==> config.mk <==
export PLATFORM = sky130hd
export DESIGN_NAME = instruction_fetch
export DESIGN_NICKNAME = d
export VERILOG_FILES = /design/src/rtl/instruction_fetch.sv
export SDC_FILE = /design/constraint.sdc
export NUM_CORES = 1
export LEC_CHECK = 0
export BUFFER_PORTS_ARGS = -buffer_cell sky130_fd_sc_hd__buf_2
export CORE_UTILIZATION = 49
export CTS_CLUSTER_SIZE = 25
export DETAILED_ROUTE_END_ITERATION = 10
export HOLD_SLACK_MARGIN = 0.05
export PLACE_DENSITY = 0.8
export REMOVE_ABC_BUFFERS = 1
export SLEW_MARGIN = 5
export SYNTH_ARGS = -nofsm -noshare
export SYNTH_HDL_FRONTEND = slang
export SYNTH_SLANG_ARGS = --single-unit
==> constraint.sdc <==
create_clock -name clock -period 1.65 [get_ports clock]
set_clock_uncertainty 0.05 [all_clocks]
set_input_delay 0.33 -clock clock [delete_from_list [all_inputs] [get_ports clock]]
set_output_delay 0.33 -clock clock [all_outputs]
set_load 0.01 [all_outputs]
==> src/rtl/instruction_fetch.sv <==
// instruction_fetch: single-outstanding instruction fetch stage.
//   Issues word-aligned requests to instruction memory at the current pc and
//   holds each returned word, with its address and fault flag, in a one-entry
//   output register for decode. pc_enable advances the external PC once per
//   accepted response, and on every flush so that the redirect target is loaded.
//
// Ports:
//   clock            core clock, rising edge
//   reset            asynchronous active-low reset
//   pc               current program counter
//   pc_enable        PC write enable (combinational)
//   flush            redirect from execute; drops in-flight and buffered fetch
//   imem_req_*       request channel (valid/ready/addr); valid is combinational
//   imem_resp_*      response channel (valid/data/error), no back-pressure
//   if_valid/ready   decode handshake
//   if_instruction   fetched word (NOP_INSTRUCTION on faults)
//   if_pc            address of the fetched word
//   if_fault         access or alignment fault
//
// Configuration:
//   FETCH_MISALIGN_TRAP_EN  when defined, a pc with pc[1:0] != 0 issues no
//                           memory request and produces a fault entry instead.

module instruction_fetch #(
    parameter logic [31:0] NOP_INSTRUCTION = 32'h00000013
) (
    input  logic        clock,
    input  logic        reset,
    input  logic [31:0] pc,
    output logic        pc_enable,
    input  logic        flush,
    output logic        imem_req_valid,
    input  logic        imem_req_ready,
    output logic [31:0] imem_req_addr,
    input  logic        imem_resp_valid,
    input  logic [31:0] imem_resp_data,
    input  logic        imem_resp_error,
    output logic        if_valid,
    input  logic        if_ready,
    output logic [31:0] if_instruction,
    output logic [31:0] if_pc,
    output logic        if_fault
);

    localparam int unsigned XLEN = 32;

    localparam logic [1:0] ST_REQ  = 2'b00;
    localparam logic [1:0] ST_WAIT = 2'b01;
    localparam logic [1:0] ST_DROP = 2'b10;

    logic [1:0]      state;
    logic [1:0]      state_nxt;
    logic [XLEN-1:0] req_pc;
    logic            out_space;
    logic            misaligned;
    logic            resp_accept;
    logic            misalign_load;

    // Output register can take a new entry when empty or being drained.
    assign out_space = !if_valid || if_ready;

    assign imem_req_addr = {pc[XLEN-1:2], 2'b00};

`ifdef FETCH_MISALIGN_TRAP_EN
    assign misaligned = (pc[1:0] != 2'b00);
`else
    assign misaligned = 1'b0;
`endif

    // State register.
    always_ff @(posedge clock or negedge reset) begin
        if (!reset) begin
            state <= ST_REQ;
        end else begin
            state <= state_nxt;
        end
    end

    // Next state and combinational handshake outputs.
    always_comb begin
        state_nxt      = state;
        imem_req_valid = 1'b0;
        resp_accept    = 1'b0;
        misalign_load  = 1'b0;
        pc_enable      = 1'b0;

        case (state)
            ST_REQ: begin
                imem_req_valid = out_space && !flush && !misaligned;
                misalign_load  = out_space && !flush && misaligned;
                // flush suppresses the request, so a handshake never
                // coincides with a flush here.
                if (imem_req_valid && imem_req_ready) begin
                    state_nxt = ST_WAIT;
                end
            end
            ST_WAIT: begin
                if (imem_resp_valid) begin
                    // A response arriving with a flush is simply discarded.
                    resp_accept = !flush;
                    state_nxt   = ST_REQ;
                end else if (flush) begin
                    state_nxt = ST_DROP;
                end
            end
            ST_DROP: begin
                // The response closes the outstanding request even if a
                // further flush arrives with it; otherwise stay here.
                if (imem_resp_valid) begin
                    state_nxt = ST_REQ;
                end
            end
            default: begin
                state_nxt = ST_REQ;
            end
        endcase

        pc_enable = flush || resp_accept;

        // Keep the external handshakes quiet while reset is held.
        if (!reset) begin
            imem_req_valid = 1'b0;
            pc_enable      = 1'b0;
        end
    end

    // Address of the outstanding request.
    always_ff @(posedge clock or negedge reset) begin
        if (!reset) begin
            req_pc <= '0;
        end else if (imem_req_valid && imem_req_ready) begin
            req_pc <= pc;
        end
    end

    // One-entry output register toward decode.
    always_ff @(posedge clock or negedge reset) begin
        if (!reset) begin
            if_valid       <= 1'b0;
            if_instruction <= NOP_INSTRUCTION;
            if_pc          <= '0;
            if_fault       <= 1'b0;
        end else begin
            if (flush) begin
                if_valid <= 1'b0;
            end else if (resp_accept) begin
                if_valid       <= 1'b1;
                if_instruction <= imem_resp_error ? NOP_INSTRUCTION : imem_resp_data;
                if_pc          <= req_pc;
                if_fault       <= imem_resp_error;
            end else if (misalign_load) begin
                if_valid       <= 1'b1;
                if_instruction <= NOP_INSTRUCTION;
                if_pc          <= pc;
                if_fault       <= 1'b1;
            end else if (if_valid && if_ready) begin
                if_valid <= 1'b0;
            end
        end
    end

endmodule

==> reports/results.ini, run 1 <==
[grt]
grt_pass1_wl_um=14100
met2_usage_pct=30.0
grt_use_met3_pct=3.31
antenna_found_initial=0
gr-max-usage-layer=met2
globalRouteTotalUtil_pct=18.8
grt_start_max_net_pins=91
grtUsageMet1_pct=25.9
grt_overflow=0
grt_pass1_vias=2849

[die]
rows=34
die_h_um=97.5
die_area_mm2=0.00950
core_mm2=0.00876
ios=171
die_w_um=97.5
initial_core_util_pct=51.0

[yosys]
ys_seq_area_share_pct=56.1
synth_cell_types=22
post-synth-top-area-fraction_pct=54.4
yosys_register_bits=100
syn_avg_cell_area_um2=13.5
ys_warn_count=0
synth_cells=331
synth_area_mm2=0.00447
yosys-top-cells-area=dfrtp_1 54%, mux2_4 21%, buf_4 5.5%
yosys.area.top_type=dfrtp_1

[routing]
avgRoutedWirePerCell_um=15.1
drc=0
vias=2868
wl_um=8900
ant_nets=0
dr.pass1.iters=4
drt-vias-per-instance=4.87
dr.first_iter.drc_count=83

[cts]
clk_latency_ps=350
cts.sinks=100
clkSlewWorstSetupHoldPaths_ps=100
clock_path_buffers=2
cts_tree=yes
cts-htree-levels=3
cts_made_buffers=9
cts-root-buf=clkbuf_8

[outcome]
outcome=finished, final reports clean

[worst_hold_path]
hold_path_class=in -> async

[job]
maxCapViolCount=0

[cells_and_area]
area_growth_pct=24.1
final_nets=547
stdcell_count=589
antenna_cells=0
drive_gt1_share_pct=57.2

[critical_path]
startpoint_type=flip-flop
crit_chain=buf_4 > nand4bb_4 > buf_12 > mux2_4
reg2regPathDepth=4
critPathBufInv=2
worst_path_max_delay_cell=dfrtp_2
cp.arrival_ps=1830
cp.required_ps=1840
cp.depth=4
crit_family=flip-flops
critPathKind=reg -> reg
end_kind=flip-flop
crit_fanout=19
critPathMaxStageDelay_ps=480

[power_and_ir_drop]
finalPower_mw=7.92
p_seq_share_pct=47.5
swShare_pct=29.4
p_leak_nw=3.00
power_frac_comb_pct=30.8
internal_power_mw=5.59
power_switching_mw=2.33
p_clk_share_pct=21.7
vdd.ir_drop.worst_uv=625
power_density_mw_per_mm2=1430

[timing]
rsz0062_at_grt=yes
slew_headroom_pct=64.5
layout_setup_ws_ps=1.76
finalMaxSlewViolations=0
min_period_over_period_pct=99.9
finalHoldViolCount=0
setup_viol=0
max_freq_ghz=0.607
tightest_slew_ps=531
period_needed_ps=1650

[placed_design]
placed_cells=564
hpwl_um=5990
io_buffers=168
place_congestion=0.773
post-place-ws_ps=108

## sequential cells by signal, indices dropped and copies added (netlist names)
signal          count
if_instruction     32
if_valid            1
if_fault            1
if_pc              32
req_pc             32
state               2
## layout make-up
class / instances / area, um2
Fill cell: 694 / 3220
Sequential cell: 100 / 2510
Multi-Input combinational cell: 183 / 1620
Timing Repair Buffer: 182 / 1060
Tap cell: 108 / 135
Clock buffer: 9 / 124
Clock inverter: 7 / 98.8
## cells in the mapped netlist
cell / instances
dfrtp_1: 97
mux2_4: 63
nand2_1: 34
buf_4: 33
nand2b_1: 30
o21ai_0: 28
buf_6: 10
nor2_1: 6
clkbuf_1: 5
a21oi_1: 4
nor2b_1: 4
o21ai_1: 4
dfstp_2: 3
mux2_2: 2
buf_2: 1
conb_1: 1
nand3b_1: 1
nand4_4: 1
nand4bb_1: 1
nor2_2: 1
nor2b_2: 1
nor3_1: 1
## placed cells by master (no fill, tap or decap), drive strengths merged, types with 2 or more instances in the layout
cell	synthesis	final
buf	44	179
dfrtp	97	97
mux2	65	65
nand2	34	34
o21ai	32	32
nand2b	30	30
clkbuf	5	11
nor2	7	7
nor2b	5	5
a21oi	4	4
dfstp	3	3
conb	1	2
bufinv	0	2
inv	0	2
clkinv	0	2
## power by group through the flow
stage / sequential (mW) / combinational, mW / clock, mW
after floorplan: 4.00 / 1.14 / 0
after detailed placement: 3.80 / 2.40 / 0
final: 3.76 / 2.44 / 1.72
after global routing: 3.87 / 2.64 / 1.86
after global placement: 3.77 / 2.32 / 0
after CTS: 3.77 / 2.44 / 1.76
## logic make-up (layout without fill, tap and decap cells)
family	count (synthesis)	count (layout)	synth area share, %
AO/OA/AOI/OAI	36	36	4.03
AND/OR/NAND/NOR	80	80	9.47
other	1	2	0.0840
flip-flops	100	100	56.1
multiplexers	65	65	21.7
buffers and inverters	49	198	8.60
## stage by stage
| step | area (um2) | TNS (ps) | hold slack, ps | util, % |
|---|---|---|---|---|
| CTS | 5450 | -32.8 | 61.7 | 62.2 |
| floorplan | 4090 | -172650 | -15.6 | - |
| global placement | 5170 | 0 | 160 | 59.0 |
| detailed placement | 5170 | 0 | 165 | 59.0 |
| finish | 5540 | 0 | 56.9 | 63.2 |
| global route | 5540 | -1420 | 86.6 | 63.2 |
## routing by layer
layer / vias up / wire [um]
met2: 107 / 4310
met3: 11 / 467
met5: - / 0
li1: 1353 / -
met4: 0 / 125
met1: 1397 / 4010
## what timing repair did
item | in CTS | in global routing
buffers inserted | 5 | 1
endpoints found under the setup margin | 2 | 16
gates cloned | 0 | 2
pin swaps | 3 | 2
resized for setup | 5 | 23
hold buffers | 1 | 0
hold endpoints to repair | 10 | 0
## path summary, 6_finish.rpt
kind,startpoint,end,slack (ps)
setup reg to reg,state[1]$_DFFE_PN0P_,if_pc[25]$_DFFE_PN0P_,2
min in group clock,pc[6],req_pc[6]$_DFFE_PN0P_,160
hold reg to reg,if_instruction[0]$_DFFE_PN1P_,if_instruction[0]$_DFFE_PN1P_,420
setup / recovery,state[1]$_DFFE_PN0P_,if_pc[25]$_DFFE_PN0P_,2
hold / removal,reset,if_pc[8]$_DFFE_PN0P_,60
max in group asynchronous,reset,state[1]$_DFFE_PN0P_,630
No activity file was read; power rests on OpenSTA's default activity.
==> run 2, diff against run 1 <==
Settings changed: PLACE_DENSITY 0.8 to default, PLACE_DENSITY_LB_ADDON from default to 0.25.
==> reports/results.ini, run 2 (same netlist as run 1, synthesis figures left out) <==
[outcome]
outcome=finished with violations
violations=negative setup slack

[cells_and_area]
drive_gt1_share_pct=57.4
reg_top3=if_instruction: 32 flops, if_pc: 32 flops, req_pc: 32 flops
final_common_cell=buf_2
post-route-util_pct=63.6
final_nets=557
area_growth_pct=24.8
stdcell_count=599
mostFrequentLayoutCells=167 x buf_2, 96 x dfrtp_1, 63 x mux2_4, 34 x nand2_1, 30 x nand2b_1
fin_area_mm2=0.00557
antenna_cells=0

[die]
rows=34
die_h_um=97.5
die_w_um=97.5
ios=171
initial_core_util_pct=51.0
die_area_mm2=0.00950
core_mm2=0.00876

[power_and_ir_drop]
p_leak_nw=3.03
power_frac_comb_pct=31.9
power_density_mw_per_mm2=1380
p_seq_share_pct=48.7
internal_power_mw=5.35
p_clk_share_pct=19.5
power_switching_mw=2.32
swShare_pct=30.3
vdd.ir_drop.worst_uv=691

[placed_design]
place_congestion=0.736
post_dp_cell_area_mm2=0.00521
post-place-ws_ps=15.0
io_buffers=168
placed_cells=571
hpwl_um=6170

[routing]
drc=0
dr.first_iter.drc_count=79
drt-vias-per-instance=4.76
avgRoutedWirePerCell_um=14.9
vias=2852
ant_nets=0
dr.pass1.iters=4
wl_um=8930

[critical_path]
crit_fanout=2
cp-startpoint=state[0]$_DFFE_PN0P_
reg2regPathDepth=4
timing.rr.start=state[1]$_DFFE_PN0P_
end_kind=output port
critPathKind=reg -> out
cp.arrival_ps=1320
startpoint_type=flip-flop
r2r_slack_ps=10
cp.required_ps=1270
crit_end=pc_enable
r2r-end=if_pc[13]$_DFFE_PN0P_

[grt]
met2_usage_pct=29.4
grtUsageMet1_pct=24.8
grt_pass1_vias=2762
antenna_found_initial=0
grt_use_met3_pct=4.32
globalRouteTotalUtil_pct=18.3
grt_start_max_net_pins=72
grt_overflow=0
gr-max-usage-layer=met2
grt_pass1_wl_um=13800

[timing]
layout_setup_ws_ps=-45.7
rsz0062_at_grt=yes
max_freq_ghz=0.590
hold_slack_ps=156
finalHoldViolCount=0
finalMaxSlewViolations=0
min_period_over_period_pct=103
setup_viol=2
period_needed_ps=1700

[worst_hold_path]
hold_path_class=in -> reg

[cts]
clock_path_buffers=2
cts_made_buffers=9
cts_tree=yes
cts-root-buf=clkbuf_8
clk_latency_ps=350
clkSlewWorstSetupHoldPaths_ps=100
cts.sinks=100
cts-htree-levels=3

[job]
maxCapViolCount=0

[run 2: cell count changes in the layout (fill, tap and decap cells not counted), sizes merged]
cell,delta
bufinv,-2
clkbuf,+1
dlygate4sd3,+1
buf,+9
inv,+1
[run 2: metal layers]
layer,share of wire [%],vias to the layer above
li1,-,1374
met1,46,1389
met2,49,85
met3,4.4,4
met4,0.54,0
met5,0,-
[run 2: worst min-delay path by stage]
stage	slack, ps	startpoint	endpoint	cells past startpoint
2_1_floorplan	-20	reset	if_fault$_DFFE_PN0P_	0
3_3_place_gp	120	reset	if_valid$_DFFE_PN0P_	1
3_5_place_dp	130	reset	state[0]$_DFFE_PN0P_	1
4_1_cts	140	pc[12]	req_pc[12]$_DFFE_PN0P_	2
5_1_grt	130	pc[12]	req_pc[12]$_DFFE_PN0P_	2
6_report	160	pc[12]	req_pc[12]$_DFFE_PN0P_	2
[run 2: per-stage QoR]
stage	power, mW	setup TNS, ps
final	7.67	-86.0
after global routing	8.12	-560
after CTS	7.74	-144
after detailed placement	6.20	0
after global placement	6.11	0
after floorplan	5.14	-172650
[run 2: timing repair]
item,4_1_cts,5_1_grt
gates resized for setup,8,6
endpoints found under the hold margin,6,0
pin swaps,2,4
gates cloned,0,2
setup endpoints to repair,2,70
buffers inserted,4,4
hold buffers,2,0
[run 2: final cells by class]
| cell class | instances | area, um2 |
|---|---|---|
| well taps | 108 | 135 |
| fillers | 738 | 3190 |
| clock buffers | 10 | 138 |
| repair buffers | 192 | 1120 |
| multi-input cells | 183 | 1620 |
| clock inverters | 6 | 53.8 |
| flip-flops and latches | 100 | 2510 |
[run 2: critical path, stage by stage, from the launching register on]
cell     delay, ps
dfrtp_1        420
buf_6          120
nor2b_4        140
a21oi_2         50
nor2b_1        100
buf_2          140
[run 2: power by group through the flow]
stage	clock network (mW)	registers (mW)	logic, mW
after floorplan	0	4.00	1.14
after CTS	1.54	3.74	2.46
after detailed placement	0	3.78	2.42
after global routing	1.65	3.84	2.64
final	1.49	3.73	2.44
after global placement	0	3.75	2.36
==> run 3, diff against run 2 <==
Settings changed: ABC_AREA from default to 1, CORE_UTILIZATION 49 to 48.
==> reports/results.ini, run 3 <==
[die]
die_area_mm2=0.00903
die_w_um=95.0
rows=33
die_h_um=95.0
core_mm2=0.00830
ios=171
initial_core_util_pct=50.0

[cts]
cts-root-buf=clkbuf_8
cts_tree=yes
cts.sinks=100
clkSlewWorstSetupHoldPaths_ps=90
cts-htree-levels=3
clock_path_buffers=2
clk_latency_ps=350
cts_made_buffers=9

[routing]
dr.pass1.iters=5
dr.first_iter.drc_count=131
avgRoutedWirePerCell_um=12.7
vias=3448
drc=0
wl_um=9320
drt-vias-per-instance=4.72
ant_nets=0

[yosys]
synth_most_common_cell=nand2_1
synth_cells=476
ys.flop_type=dfrtp_1
async_flop_share_pct=100
yosys_register_bits=100
yosys-top-cells-area=dfrtp_1 58%, nand2_1 23%, buf_4 6.9%
synth_common_cells=257 x nand2_1, 97 x dfrtp_1, 38 x buf_4
synth_area_mm2=0.00415
post-synth-top-area-fraction_pct=58.5
yosys.area.top_type=dfrtp_1
synth_cell_types=21
syn_avg_cell_area_um2=8.72
ys_warn_count=0
ys_seq_area_share_pct=60.3
synth_edf_count=0

[timing]
max_freq_ghz=0.588
period_needed_ps=1700
layout_setup_ws_ps=-49.8
rsz0062_at_grt=yes
finalMaxSlewViolations=0
finalHoldViolCount=0
min_period_over_period_pct=103
hold_slack_ps=41.2
setup_viol=2

[critical_path]
cp.arrival_ps=1320
timing.rr.start=state[1]$_DFFE_PN0P_
critPathKind=reg -> out
r2r_slack_ps=80
startpoint_type=flip-flop
cp.required_ps=1270
r2r-end=req_pc[13]$_DFFE_PN0P_
crit_fanout=3
reg2regPathDepth=7
end_kind=output port

[placed_design]
placed_cells=708
io_buffers=168
hpwl_um=6450
place_congestion=0.773

[grt]
grt_pass1_vias=3167
grt_start_max_net_pins=94
grt_overflow=0
grt_pass1_wl_um=14500
globalRouteTotalUtil_pct=21.1
antenna_found_initial=0

[outcome]
outcome=finished with violations
violations=negative setup slack

[cells_and_area]
final_common_cell=nand2_1
drive_gt1_share_pct=35.0
antenna_cells=0
nFillCells=737
area_growth_pct=25.8
final_nets=693
stdcell_count=731
mostFrequentLayoutCells=255 x nand2_1, 167 x buf_2, 95 x dfrtp_1, 29 x o21ai_0, 14 x buf_4
reg_top3=if_instruction: 32 flops, if_pc: 32 flops, req_pc: 32 flops

[power_and_ir_drop]
finalPower_mw=7.03
vdd.ir_drop.worst_uv=805
p_leak_nw=3.07
power_density_mw_per_mm2=1350

[job]
maxCapViolCount=0

[worst_hold_path]
hold_path_class=in -> async

==> run 3: changes by cell type after synthesis, sizes merged, moves of 2 or more <==
cell / before / now
nor2b: 5 / 0
nand3: 0 / 2
mux2: 65 / 0
nand2b: 30 / 0
clkbuf: 5 / 7
inv: 0 / 9
nor2: 7 / 12
buf: 44 / 47
a21oi: 4 / 1
o21ai: 32 / 36
nand2: 34 / 258
==> run 3: cell type report <==
type                       instances  area [um2]  share of cell area (%)
inverter                           9        33.8                   0.647
tap                              105         131                    2.51
clock buffer                      11         141                    2.71
clock inverter                     4        48.8                   0.934
timing repair buffer             188        1070                    20.5
sequential                       100        2510                    48.0
multi-input combinational        314        1290                    24.7
==> run 3: critical path, stage by stage, from the launching register on <==
cell	delay, ps
dfrtp_2	430
inv_2	70
nand2_2	60
inv_2	60
nand2_2	60
a21boi_2	140
buf_2	150
==> run 3: kinds of logic after synthesis <==
| logic type | count (synthesis) | synth area share (%) |
|---|---|---|
| simple gates | 274 | 25.5 |
| compound gates | 38 | 4.64 |
| buf+inv | 63 | 9.40 |
| other cells | 1 | 0.0903 |
| flops | 100 | 60.3 |
==> run 3: layer usage <==
metal	up-vias	GRT usage, %	share of wire, %
li1	1710	-	-
met1	1569	28.0	46
met2	154	34.4	45
met3	15	5.10	7.5
met4	0	6.57	1.3
met5	-	0	0
==> run 3: stage by stage <==
stage	setup TNS, ps	util, %	setup WS [ps]	cell area [um2]
CTS	-78.6	62.8	-78.6	5210
finish	-91.5	63.0	-49.8	5230
floorplan	-61550	-	-1340	3800
global route	-204	63.0	-119	5230
global placement	0	59.7	188	4950
detailed placement	0	59.7	110	4950
==> run 3: repair_timing <==
action                                 CTS  global route
hold buffers                             1             0
setup endpoints to repair                2             1
endpoints found under the hold margin    7             0
resized for setup                        9             1
pin swaps                                1             1
setup buffers                            5             2
==> run 3: where the power goes <==
part / internal, mW / leakage, nW / switching [mW]
Combinational: 0.828 / 1.69 / 1.09
Sequential: 3.21 / 1.28 / 0.379
Clock: 0.736 / 0.0996 / 0.783
==> run 3: worst max path at each step <==
stage                                   to                  from  slack, ps
global placement    req_pc[30]$_DFFE_PN0P_                 flush        190
global route                     pc_enable  state[1]$_DFFE_PN0P_       -120
detailed placement               pc_enable  state[1]$_DFFE_PN0P_        110
finish                           pc_enable  state[1]$_DFFE_PN0P_        -50
CTS                              pc_enable  state[1]$_DFFE_PN0P_        -80
floorplan             if_fault$_DFFE_PN0P_  state[1]$_DFFE_PN0P_      -1340
